==> config.mk <==
export PLATFORM = sky130hd
export DESIGN_NAME = seven_segment_scan_controller
export DESIGN_NICKNAME = d
export VERILOG_FILES = /design/src/rtl/seven_segment_scan_controller.sv
export SDC_FILE = /design/constraint.sdc
export NUM_CORES = 1
export LEC_CHECK = 0
export CAP_MARGIN = 20
export CELL_PAD_IN_SITES_DETAIL_PLACEMENT = 1
export CELL_PAD_IN_SITES_GLOBAL_PLACEMENT = 1
export CORE_ASPECT_RATIO = 1.1
export CORE_UTILIZATION = 35
export CTS_CLUSTER_DIAMETER = 40
export DETAILED_ROUTE_END_ITERATION = 7
export DONT_BUFFER_PORTS = 1
export GPL_TIMING_DRIVEN = 0
export PLACE_DENSITY = 0.65
export SYNTH_ARGS = -nofsm -noshare
export SYNTH_HDL_FRONTEND = slang
export SYNTH_SLANG_ARGS = --single-unit
==> constraint.sdc <==
create_clock -name clock -period 2.4 [get_ports clock]
set_input_delay 0.48 -clock clock [delete_from_list [all_inputs] [get_ports clock]]
set_output_delay 0.48 -clock clock [all_outputs]
set_load 0.1 [all_outputs]
==> src/rtl/seven_segment_scan_controller.sv <==
// seven_segment_scan_controller: 4-digit multiplexed seven-segment driver.
// Scans one digit per refresh slot with inter-digit blanking and debounced digit masks.
//
// Ports:
//   clock               system clock, all state on rising edge
//   resetN              asynchronous active-low reset
//   displayValue[15:0]  value to show, nibble i -> digit i (digit 0 rightmost)
//   decimalPoints[3:0]  bit i lights the dp of digit i
//   controlButtons[3:0] raw async buttons, button i toggles digit i mask
//   sevenSegmentData    {dp,g,f,e,d,c,b,a}, active-low, registered
//   sevenSegmentEnable  digit anodes, active-low, registered
//   digitMask           per-digit enable mask (1 = shown)
//   frameStart          one-cycle pulse after a new frame value is latched
module seven_segment_scan_controller #(
    parameter int REFRESH_DIV     = 1000,
    parameter int BLANK_CYCLES    = 50,
    parameter int DEBOUNCE_CYCLES = 20000
) (
    input  logic        clock,
    input  logic        resetN,
    input  logic [15:0] displayValue,
    input  logic [3:0]  decimalPoints,
    input  logic [3:0]  controlButtons,
    output logic [7:0]  sevenSegmentData,
    output logic [3:0]  sevenSegmentEnable,
    output logic [3:0]  digitMask,
    output logic        frameStart
);

    localparam int PW = (REFRESH_DIV > 1) ? $clog2(REFRESH_DIV) : 1;
    localparam int DW = $clog2(DEBOUNCE_CYCLES + 1);
    localparam logic [PW-1:0] PRE_LAST  = PW'(REFRESH_DIV - 1);
    localparam logic [PW-1:0] BLANK_END = PW'(BLANK_CYCLES);
    localparam logic [DW-1:0] DB_LAST   = DW'(DEBOUNCE_CYCLES - 1);

    logic [PW-1:0] prescaler;
    logic [1:0]    digit;
    logic [15:0]   valueLatch;
    logic [3:0]    dpLatch;
    logic          slotEnd;
    logic          frameEnd;

    logic [3:0]    syncA;
    logic [3:0]    syncB;
    logic [3:0]    stable;
    logic [3:0]    stableD;
    logic [DW-1:0] dbCount [4];

    logic [3:0]    nibble;
    logic [3:0]    enableNext;
    logic [7:0]    dataNext;

    function automatic logic [6:0] hexSeg(input logic [3:0] n);
        case (n)
            4'h0:    hexSeg = 7'h40;
            4'h1:    hexSeg = 7'h79;
            4'h2:    hexSeg = 7'h24;
            4'h3:    hexSeg = 7'h30;
            4'h4:    hexSeg = 7'h19;
            4'h5:    hexSeg = 7'h12;
            4'h6:    hexSeg = 7'h02;
            4'h7:    hexSeg = 7'h78;
            4'h8:    hexSeg = 7'h00;
            4'h9:    hexSeg = 7'h10;
            4'hA:    hexSeg = 7'h08;
            4'hB:    hexSeg = 7'h03;
            4'hC:    hexSeg = 7'h46;
            4'hD:    hexSeg = 7'h21;
            4'hE:    hexSeg = 7'h06;
            default: hexSeg = 7'h0E;
        endcase
    endfunction

    assign slotEnd  = (prescaler == PRE_LAST);
    assign frameEnd = slotEnd && (digit == 2'd3);

    // Scan counters and frame latch; inputs are only captured at frame wrap.
    always_ff @(posedge clock or negedge resetN) begin
        if (!resetN) begin
            prescaler  <= '0;
            digit      <= 2'd0;
            valueLatch <= 16'h0000;
            dpLatch    <= 4'h0;
            frameStart <= 1'b0;
        end else begin
            frameStart <= frameEnd;
            if (slotEnd) begin
                prescaler <= '0;
                digit     <= digit + 2'd1;
            end else begin
                prescaler <= prescaler + PW'(1);
            end
            if (frameEnd) begin
                valueLatch <= displayValue;
                dpLatch    <= decimalPoints;
            end
        end
    end

    // Two-flop synchronizer then a per-bit hold counter.
    always_ff @(posedge clock or negedge resetN) begin
        if (!resetN) begin
            syncA   <= 4'h0;
            syncB   <= 4'h0;
            stable  <= 4'h0;
            stableD <= 4'h0;
            for (int i = 0; i < 4; i++) begin
                dbCount[i] <= '0;
            end
        end else begin
            syncA   <= controlButtons;
            syncB   <= syncA;
            stableD <= stable;
            for (int i = 0; i < 4; i++) begin
                if (syncB[i] == stable[i]) begin
                    dbCount[i] <= '0;
                end else if (dbCount[i] == DB_LAST) begin
                    stable[i]  <= syncB[i];
                    dbCount[i] <= '0;
                end else begin
                    dbCount[i] <= dbCount[i] + DW'(1);
                end
            end
        end
    end

    // Only the accepted rising edge flips a mask bit, so one press = one toggle.
    always_ff @(posedge clock or negedge resetN) begin
        if (!resetN) begin
            digitMask <= 4'hF;
        end else begin
            digitMask <= digitMask ^ (stable & ~stableD);
        end
    end

    always_comb begin
        nibble     = valueLatch[{digit, 2'b00} +: 4];
        enableNext = 4'hF;
        dataNext   = 8'hFF;
        if ((prescaler >= BLANK_END) && digitMask[digit]) begin
            enableNext = ~(4'b0001 << digit);
            dataNext   = {~dpLatch[digit], hexSeg(nibble)};
        end
    end

    // Reset drives the pins dark immediately, independent of the clock.
    always_ff @(posedge clock or negedge resetN) begin
        if (!resetN) begin
            sevenSegmentEnable <= 4'hF;
            sevenSegmentData   <= 8'hFF;
        end else begin
            sevenSegmentEnable <= enableNext;
            sevenSegmentData   <= dataNext;
        end
    end

endmodule
; Yosys cells after proc, flatten, opt, wreduce, memory -nomap -nowiden
; Memories as Yosys holds them, arrays and structs flattened.
; Cells that the tools add are included.
[word_totals]
reg_bits = 125
mem_bits_ro = 112
output_inout_bits = 17
elab_cells = 70
memories = 1
[mem_list]
columns = name, words, word_bits, read_ports, rd_clocked_by_memory_dff, wr, line
row1 = (no name shown), 16, 7, 1, 0, 0, 54  ; case (n)
[op_classes]
eq_ne = 10
addsub = 6
magnitude_cmp = 2
n_mux = 15
shift = 2
n_reduce_logical = 6
bitwise = 9
[ops]
columns = operator, count
row1 = 15-bit two-way mux, 8
row2 = "15-bit by 1-bit adder with 15-bit output, second input constant", 4
row3 = "15-bit == test, second input constant", 4
row4 = 16-bit by 5-bit variable part select with 4-bit output, 1
row5 = "10-bit by 1-bit adder with 10-bit output, second input constant", 1
row6 = "10-bit == test, second input constant", 1
row7 = "10-bit by 6-bit >= comparator with 1-bit output, second input constant", 1
row8 = 10-bit two-way mux, 1
row9 = 8-bit two-way mux, 1
row10 = 4-bit inverter, 2
row11 = 2-bit AND reduction, 4
row12 = 1-bit inverter, 5
row13 = 4-bit bitwise AND, 1
row14 = 1-bit binary-select mux with 2-bit select, 2
row15 = 1-bit == test, 4
row16 = 4-bit two-way mux, 1
row17 = "1-bit by 2-bit << shifter with 4-bit output, first input constant", 1
row18 = 4-bit XOR, 1
row19 = "2-bit by 3-bit less-than comparator with 1-bit output, second input constant", 1
row20 = "2-bit by 1-bit adder with 2-bit output, second input constant", 1
row21 = "2-bit == test, second input constant", 1
row22 = 1-bit logical AND, 2
row23 = 1-bit two-way mux, 2

; Logic depth before layout (Yosys ltp)
[depth]
ltp_word = 4
mapped_depth = 8
mapped_depth_nobuf = 7

; Worst setup path after synthesis
; No wires, ideal clock.
[synth_timing]
kind = flip-flop to flip-flop
start = reg digit[0]
end = reg sevenSegmentData[0]
arrival_ps = 1826
n_path_buf = 1
stages_incl_launch_ff = 8
synth_period_minus_slack_ps = 1916
setup_ps = 90
slack_ps = 484
cell_sequence = dfrtp_1 > buf_4 > mux4_2 > ha_1 > o31ai_1 > a21oi_1 > o22ai_1 > nand2_1
[synth_between]
elab_chain_len = 4
word_cells_on_any_way = 6
classes_between = 1 x shift / 3 x mux / 1 x reduce/logical / 1 x memory
[synth_lines]
columns = item, line
row1 = "start, declared", 37  ; logic [1:0] digit;
row2 = "start signal, assigned", 89  ; digit <= digit + 2'd1;
row3 = "parallel branches: the longest is 3 deep, another holds memory 16 x 7 bit", --
row4 = 8-bit two-way mux (*), 140  ; if ((prescaler >= BLANK_END) && digitMask[digit]) begin
row5 = via dataNext[0], 51  ; logic [7:0] dataNext;
row6 = "end signal, assigned", 153  ; sevenSegmentData <= dataNext;
row7 = "end, declared", 24  ; output logic [7:0] sevenSegmentData,
; Mark *: on every way through the listed nets, which the timed path passes. The select of a mux whose other input is x is not followed.
; A chain may end at the register's enable or synchronous reset.

; Worst setup path in the final report
; Same ends and word-level chain as after synthesis.

==> results_dict.tcl <==
set metrics [dict create \
    drv_slew 0 \
    port_buffers 0 \
    final_common_cell "dfrtp_1" \
    synthesis.nets 534 \
    hold_viol 124 \
    syn2layout_area_growth_pct 14.40 \
    worstSetupEndpointType "register" \
    insertion_delay_ps 410 \
    htreeDepth 4 \
    rsz0062_at_grt "false" \
    tightest_slew_ps 870.9 \
    core_um2 15740 \
    start_kind "register" \
    fin_crit_ps 2192 \
    gp_congestion 0.7343 \
    final_cell_mix "dfrtp_1, nor2_1, xor2_1" \
    root_buffer "clkbuf_16" \
    reg2regPathDepth 8 \
    synthFlopType "dfrtp_1" \
    synth_edf_count 0 \
    finClkSkew_ps 9.907 \
    crit_start "digit[0]$_DFFE_PN0N_" \
    cp.required_ps 2750 \
    synth.top_cell.area_share_pct 48.28 \
    cts.sinks 125 \
    top_layer_used "met4" \
    grt_pass1_vias 4013 \
    period_share_pct 91.32 \
    ys_async_sr_fraction_pct 100.0 \
    min_path_type "in -> async" \
    synth_area_leader_cell "dfrtp_1" \
    cts_buffers 17 \
    crit_end "sevenSegmentData[0]$_DFF_PN1_" \
    ys_top_cells_by_area "dfrtp_1, dfstp_2, xor2_1, mux2_2, nor2_1" \
    drv_cap 0 \
    antennaDiodeCount 0 \
    grt-ovfl-total 0 \
    clockBufferDepth 2 \
    hpwl_um 7666 \
    clock.fmax_mhz 456.3 \
    nNetsFinal 553 \
    postSynthCellCount 492 \
    final_layout_size_suffix_gt1_share_pct 18.01 \
    fin_tns_setup_ps 0 \
    wl_met3_um 453 \
    wl_met1_um 4704 \
    outcome "complete, but fails checks" \
    setup_viol 0 \
    wl_met2_um 5907 \
    ir_drop_mv 0.5505 \
    drtAntennaViolNets 0 \
    num_vias 3612 \
    grt_pass1_wl_um 19460 \
    num_rows 48 \
    rrSetupSlack_ps 210 \
    final_util_pct 41.07 \
    wl_per_cell_um 15.68 \
    syn_avg_cell_area_um2 11.48 \
    power.density_nw_per_um2 717.3 \
    dieHeight_um 135.2 \
    drcViolationCount 0 \
    timing.hold.ws_ps -240.6 \
    die_w_um 123.1 \
    violations "negative hold slack" \
    drtIter0Drc 134 \
    rr_endpoint "sevenSegmentData[0]$_DFF_PN1_" \
    ys_ff_latch 125 \
    grt_use_total_pct 15.57 \
    clkTransAtPathRegs_ps 50 \
    rr_startpoint "digit[0]$_DFFE_PN0N_" \
    die_area_um2 16650 \
    firstDrtPassIters 5 \
    cts_tree "built" \
    antenna_found_initial 0 \
    io_pins 43 \
    slew_headroom_pct 41.98 \
    fillers 1724 \
    p_leak_uw 0.002853 \
    synth_cell_types 46 \
    path_max_fanout 7 \
    multi_input_area_um2 2377 \
    synth_area_um2 5649 \
    grt_max_degree 126 \
    viasPerCell 5.003 \
    cp_data_arrival_time_ps 2540 \
    wirelength_um 11320 \
    initial_core_util_pct 35.90 \
    seqCellArea_um2 3148 \
    yosysWarningCount 0 \
    worst-setup-path-type "reg -> reg" \
    ys_seq_area_share_pct 55.73 \
]
==> worst max-delay path, cell delays in order, from the launching register on <==
cell and delay [ps]:
dfrtp_1 380, buf_4 210, mux4_2 590, inv_1 170, ha_2 290, mux2i_1 110
a21oi_1 170, o22ai_1 110, nand2_1 100
==> timing repair <==
action,4_1_cts,5_1_grt
buffers inserted,0,0
hold endpoints to repair,125,125
resized for setup,0,1
endpoints found under the setup margin,0,1
==> cells in the mapped netlist (2+ instances only) <==
master,n
nand2b_1,6
mux2i_1,4
ha_1,16
dfstp_2,16
o211ai_1,2
xnor2_1,27
mux2_2,28
o21ai_0,8
xor2_1,39
buf_6,3
nand3_1,30
and2_1,2
nand2_1,36
nand4_1,12
clkbuf_1,3
buf_4,3
dfrtp_1,109
inv_1,12
mux4_2,5
a21oi_1,3
o31ai_1,2
buf_2,2
and3_1,9
nor3_1,10
nor2_1,78
nand2b_2,2
nor4b_1,2
nor4_1,4
o311ai_0,2
==> metal layers <==
| layer | global-route usage, % | up-vias |
|---|---|---|
| li1 | - | 1708 |
| met1 | 17.32 | 1837 |
| met2 | 26.75 | 49 |
| met3 | 4.882 | 18 |
| met4 | 7.497 | 0 |
| met5 | 0 | - |
==> report_power, final <==
| group | switching [uW] | leakage, uW | internal, uW |
|---|---|---|---|
| clock network | 880 | 0.000280 | 1540 |
| registers | 21.1 | 0.00165 | 2130 |
| logic | 36.2 | 0.000925 | 25.1 |
| total | 938 | 0.00285 | 3700 |
==> sequential cells by signal, indices dropped and copies added (netlist names) <==
signal              count
dbCount                60
valueLatch             16
prescaler              10
sevenSegmentData        8
digitMask               4
dpLatch                 4
sevenSegmentEnable      4
stableD                 4
stable                  4
syncA                   4
syncB                   4
digit                   2
frameStart              1
==> per-stage QoR <==
stage | power [uW] | cell area (um^2) | hold WS [ps] | worst slack [ps] | cells
final | 4635 | 6462 | -240.6 | 208.4 | 722
after floorplan | 2235 | 5649 | 184.4 | 483.9 | 492
after detailed placement | 2253 | 5899 | 189.1 | 164.8 | 692
after CTS | 4724 | 6460 | -269.8 | 98.97 | 722
after global placement | 2251 | 5899 | 188.5 | 258.4 | 692
after global routing | 4812 | 6462 | -268.1 | 59.43 | 722
==> how the worst min path moves through the flow <==
stage / start / to / slack [ps]
final: resetN / valueLatch[3]$_DFFE_PN0P_ / -240
after global routing: resetN / dpLatch[2]$_DFFE_PN0P_ / -270
after CTS: resetN / digit[0]$_DFFE_PN0N_ / -270
after detailed placement: resetN / valueLatch[3]$_DFFE_PN0P_ / 190
after global placement: resetN / valueLatch[3]$_DFFE_PN0P_ / 190
after floorplan: resetN / dbCount[0]$_DFF_PN0_ / 180
==> kinds of logic after synthesis <==
family,count (synthesis),synth area share (%)
compound gates,22,2.503
xor+xnor,66,10.23
fa+ha+maj,16,3.544
buf+inv,24,2.237
flops,125,55.73
mux,39,8.948
simple gates,200,16.81
==> area by class of cell <==
| class | instances | area share, % |
|---|---|---|
| inverters | 13 | 0.7551 |
| well taps | 200 | 3.872 |
| clock inverters | 7 | 0.9681 |
| multi-input cells | 343 | 36.79 |
| plain buffers | 11 | 1.200 |
| clock buffers | 23 | 7.706 |
| flip-flops and latches | 125 | 48.71 |
(Power assumes the default switching activity.)
==> RTL edit 1, RTL diff (same flow settings) <==
`REFRESH_DIV`: 1000 -> 4000.
--- a/src/rtl/seven_segment_scan_controller.sv
+++ b/src/rtl/seven_segment_scan_controller.sv
@@ -12,7 +12,7 @@
 //   digitMask           per-digit enable mask (1 = shown)
 //   frameStart          one-cycle pulse after a new frame value is latched
 module seven_segment_scan_controller #(
-    parameter int REFRESH_DIV     = 1000,
+    parameter int REFRESH_DIV     = 4000,
     parameter int BLANK_CYCLES    = 50,
     parameter int DEBOUNCE_CYCLES = 20000
 ) (
Check against the original RTL: same outputs for any inputs over 10 cycles, from zero or initial values and one cycle with resetN low; that may be too few to reach the edited logic, so the function may still have changed.
==> RTL edit 1 against the unedited design <==
  * The run ends with DRC, hold timing left
  * Sequential share of layout area down 1.0 points
  * Clock skew fell by 0.0028 ns
  * Fmax fell by 4.5%
  * Routed wire length is 3.6% higher
  * Core utilization is 0.068 points higher
  * Area after synthesis grew 3.1%
  * Worst setup slack worse by 0.10 ns
  * Sequential cell count increased by 2
  * Design area rose by 3.8%
Power is not compared: it rests on default switching activity, and its combinational part moved more than twofold at a synthesized area within 25%.
==> RTL edit 1: results <==
metrics = {
    "placed_design": {
        "globalplace.congestion": 0.789,
        "dp.cells": 706,
        "dp_hpwl_mm": 7.95,
        "placed_area_um2": 6080,
        "pre_cts_slack_ns": 0.102,
    },
    "sta": {
        "fin_skew_ns": 0.00712,
        "hold_viol": 127,
        "tightest_slew_ns": 0.875,
        "hold_ws_ns": -0.242,
    },
    "synth": {
        "synth_area_leaders": "dfrtp_1 48%, dfstp_2 7.2%, nor2_1 5.4%, xnor2_1 5.4%, xor2_1 5.1%",
        "synth.distinct_cells": 42,
        "ys_seq_area_share_pct": 54.9,
        "netlist_top_cells_count": "111 x dfrtp_1, 84 x nor2_1, 36 x xnor2_1",
        "syn_area_per_cell_um2": 11.6,
        "synth_fp_nets": 544,
    },
    "routing": {
        "vias": 3682,
        "wire_per_inst_um": 15.9,
        "finalWirelength_mm": 11.7,
        "dr.pass1.iters": 6,
        "drc": 11,
        "drt_iter0_markers": 145,
    },
    "finish": {
        "final_nets": 563,
        "ff_latch_area_um2": 3200,
        "reg_top3": "dbCount x60, valueLatch x16, prescaler x12",
        "fillers": 1773,
        "drive_above_1_share_pct": 18.5,
    },
    "clocking": {
        "cts_buffer_depth": 2,
        "cts_setup_buffers": 0,
    },
    "critical_path": {
        "crit_fanout": 7,
        "r2r.worst_path.cells": 7,
        "r2r-end": "sevenSegmentData[3]",
        "critPathArrivalTime_ns": 2.63,
    },
    "global_route": {
        "grt_max_degree": 128,
        "antenna_found_initial": 0,
        "grt_use_total_pct": 15.4,
        "grt_pass1_wl_mm": 20.5,
        "use_met1_pct": 18.0,
        "use_met3_pct": 4.82,
        "grt_pass1_vias": 4108,
        "met2_usage_pct": 26.1,
    },
    "run_status": {
        "violations": "DRC, hold timing",
        "status": "finished, violations left",
    },
    "worst_hold_path": {
        "hp-class": "primary input to asynchronous set/reset pin",
    },
}
[RTL edit 1: cell types whose count changed in the layout (fill, tap and decap cells not counted), sizes merged, moves of 3 or more]
cell and change:
nor2 +7, bufinv +3, nor4 -4, buf +3, nor3 +6, clkbuf -8
o21ai -3, nand3 -3, nand2 -3, nand4 +5, xor2 -5, inv +5
xnor2 +9
[RTL edit 1: how the worst max path moves through the flow]
stage / from / to / slack (ns)
after detailed placement: digit[0] / sevenSegmentData[0] / 0.10
after global placement: digit[0] / sevenSegmentData[0] / 0.15
final: digit[0] / sevenSegmentData[3] / 0.11
after floorplan: digit[0] / sevenSegmentData[3] / 0.36
after global routing: digit[0] / sevenSegmentData[3] / -0.01
after CTS: digit[0] / sevenSegmentData[0] / 0.07
[RTL edit 1: stage by stage]
step,total power (W),hold slack (ns),TNS (ns)
after detailed placement,0.00239,0.195,0
after global placement,0.00238,0.194,0
after global routing,0.00526,-0.269,-0.0129
after CTS,0.00516,-0.257,0
after floorplan,0.00235,0.184,0
final,0.00508,-0.242,0
[RTL edit 1: cell families (layout without fill, tap and decap cells)]
kind of cell             after synthesis  in the layout  synth area share (%)
AO/OA/AOI/OAI                         17             17                  1.91
XOR/XNOR                              70             70                  10.5
AND/OR/NAND/NOR                      205            205                  16.8
multiplexers                          39             39                  9.95
adder cells (fa/ha/maj)               16             16                  3.44
flip-flops                           127            127                  54.9
buffers and inverters                 28             60                  2.39
[RTL edit 1: power by group through the flow]
stage / combinational [W] / clock (W) / sequential [W]
3_3_place_gp: 0.000130 / 0 / 0.00225
6_report: 0.000136 / 0.00273 / 0.00221
3_5_place_dp: 0.000136 / 0 / 0.00225
2_1_floorplan: 0.000110 / 0 / 0.00224
4_1_cts: 0.000137 / 0.00280 / 0.00221
5_1_grt: 0.000153 / 0.00289 / 0.00222
[RTL edit 1: layout make-up]
class / instances / area share (%)
plain buffers: 11 / 1.12
clock buffers: 18 / 6.55
clock inverters: 14 / 2.83
inverters: 17 / 0.951
multi-input cells: 347 / 37.1
flip-flops and latches: 127 / 47.7
well taps: 204 / 3.80
[RTL edit 1: repair_timing]
item / in CTS / in global routing
gates resized for setup: 0 / 1
endpoints found under the setup margin: 0 / 1
hold endpoints to repair: 127 / 127
[RTL edit 1: worst max-delay path, cell delays in order, from the launching register on]
cell and delay (ns):
dfrtp_1 0.37, buf_4 0.21, mux4_2 0.60, inv_1 0.18
ha_1 0.20, inv_1 0.05, mux4_2 0.44, nand2b_1 0.15
[RTL edit 1: routing by layer]
layer	share of wire (%)	vias to the layer above
met4	2.0	0
met1	43	1872
met5	0	-
met3	4.2	17
li1	-	1731
met2	51	62
==> RTL edit 2, RTL diff (same settings) <==
Without the edit above. The output `sevenSegmentData` loses its register stage (`sevenSegmentData` becomes a continuous assignment). Comments in the files are not updated.
--- a/src/rtl/seven_segment_scan_controller.sv
+++ b/src/rtl/seven_segment_scan_controller.sv
@@ -147,11 +147,11 @@
     always_ff @(posedge clock or negedge resetN) begin
         if (!resetN) begin
             sevenSegmentEnable <= 4'hF;
-            sevenSegmentData   <= 8'hFF;
         end else begin
             sevenSegmentEnable <= enableNext;
-            sevenSegmentData   <= dataNext;
         end
     end
 
+    assign sevenSegmentData = dataNext;
+
 endmodule
Formal check against the unedited RTL: same outputs for any inputs over 10 cycles, from zero or initial values and one cycle with resetN low; that may be too few to reach the edited logic, so the function may still have changed.
==> RTL edit 2 against the unedited design <==
  * The run ends with hold timing, setup timing left
  * Hold slack better by 0.0010 ns
  * Design area up 4.4%
  * Highest routed layer unchanged
  * Worst setup slack worse by 1.0 ns
  * Non-clock buffer count up 19
  * Area after synthesis down 3.7%
  * Critical path depth down 2
  * Routed wire length up 6.1%
  * Sequential cell count down 8
  * Total power up 3.5%
==> RTL edit 2: results <==
metrics = {
    "synth": {
        "yosys_warnings": 0,
        "synth_fp_nets": 526,
        "synth.distinct_cells": 46,
        "netlist_top_cells_count": "109 x dfrtp_1, 78 x nor2_1, 39 x xor2_1",
        "synth_area_leaders": "dfrtp_1 50%, xor2_1 6.3%, mux2_2 5.8%, nor2_1 5.4%, xnor2_1 4.3%",
        "syn_area_per_cell_um2": 11.2,
        "ys_seq_area_share_pct": 54.0,
    },
    "global_route": {
        "use_met1_pct": 19.4,
        "use_met3_pct": 5.09,
        "grt_use_total_pct": 16.2,
        "grt_max_degree": 118,
        "met2_usage_pct": 27.1,
        "grt_pass1_wl_mm": 20.1,
        "grt_pass1_vias": 4074,
    },
    "clocking": {
        "cts_buffer_depth": 2,
        "cts-root-buf": "clkbuf_16",
        "path_clk_slew_ns": 0.06,
        "worstSkewPairLatency_ns": 0.41,
        "htreeDepth": 4,
        "cts_made_buffers": 17,
    },
    "sta": {
        "fin_skew_ns": 0.00791,
        "hold_ws_ns": -0.240,
        "hold_viol": 117,
        "setup_ws_ns": -0.791,
        "tightest_slew_ns": 1.10,
        "finalSetupViolations": 8,
    },
    "routing": {
        "wire_per_inst_um": 16.4,
        "highest_layer": "met4",
        "vias": 3645,
        "dr.pass1.iters": 4,
        "wl_met1_mm": 5.24,
        "finalWirelength_mm": 12.0,
        "wl_met2_mm": 6.13,
        "met3_length_um": 456,
        "drt_iter0_markers": 131,
    },
    "finish": {
        "fillers": 1589,
        "diodes": 0,
        "final_nets": 564,
        "drive_above_1_share_pct": 24.5,
    },
    "placed_design": {
        "dp_hpwl_mm": 7.75,
        "dp.cells": 681,
        "pre_cts_slack_ns": -0.735,
        "globalplace.congestion": 0.808,
    },
    "run_status": {
        "violations": "hold timing, setup timing",
        "status": "finished, violations left",
    },
    "critical_path": {
        "crit_fanout": 5,
        "critPathArrivalTime_ns": 2.71,
        "crit_family": "compound AO/OA/AOI/OAI gates",
        "slowest_delay_ns": 0.93,
        "crit_slowest_cell": "o311ai_4",
    },
    "power": {
        "peakVddDrop_v": 0.000436,
        "p_leak_nw": 2.93,
    },
}
[RTL edit 2: changes by cell type after synthesis, sizes merged]
cell,before,now
dfstp,16,8
[RTL edit 2: area by class of cell]
type	count	share of cell area, %
multi-input cells	343	38.3
inverters	13	0.872
plain buffers	11	1.61
well taps	196	3.64
clock inverters	12	2.60
flip-flops and latches	117	43.8
repair buffers	19	2.45
clock buffers	20	6.77
[RTL edit 2: final timing paths]
path                                        start             endpoint  slack [ns]  cells past startpoint
worst max-delay path                     digit[0]  sevenSegmentData[1]       -0.79                      6
worst max register to register       prescaler[0]       valueLatch[15]        0.38                      6
worst min-delay path                       resetN       valueLatch[14]       -0.24                      0
min in group clock              controlButtons[0]             syncA[0]        0.09                      0
max in group asynchronous                  resetN         digitMask[1]        2.41                      0
worst min register to register           syncA[1]             syncB[1]        0.35                      0
[RTL edit 2: metrics by stage]
step | setup TNS (ns) | area, µm²
after detailed placement | -3.94 | 5830
after global routing | -5.76 | 6750
after CTS | -5.23 | 6680
after floorplan | -3.75 | 5550
after global placement | -5.09 | 5800
final | -5.15 | 6750
[RTL edit 2: repair_timing]
action	CTS	global route
endpoints found under the hold margin	117	117
resized for setup	26	7
setup buffers	12	6
pin swaps	12	7
endpoints found under the setup margin	8	8
[RTL edit 2: cells by family (layout without fill, tap and decap cells)]
logic type	count (synthesis)	in the layout	share of synthesized area, %
XOR/XNOR	66	66	10.6
flip-flops	117	117	54.0
adder cells (fa/ha/maj)	16	16	3.68
AO/OA/AOI/OAI	22	22	2.60
multiplexers	39	39	9.29
AND/OR/NAND/NOR	200	200	17.5
buffers and inverters	24	75	2.32
[RTL edit 2: power by group]
part	switching [W]	internal (W)
Combinational	0.0000370	0.0000252
Clock	0.000927	0.00179
Sequential	0.0000207	0.00200
Total	0.000984	0.00381
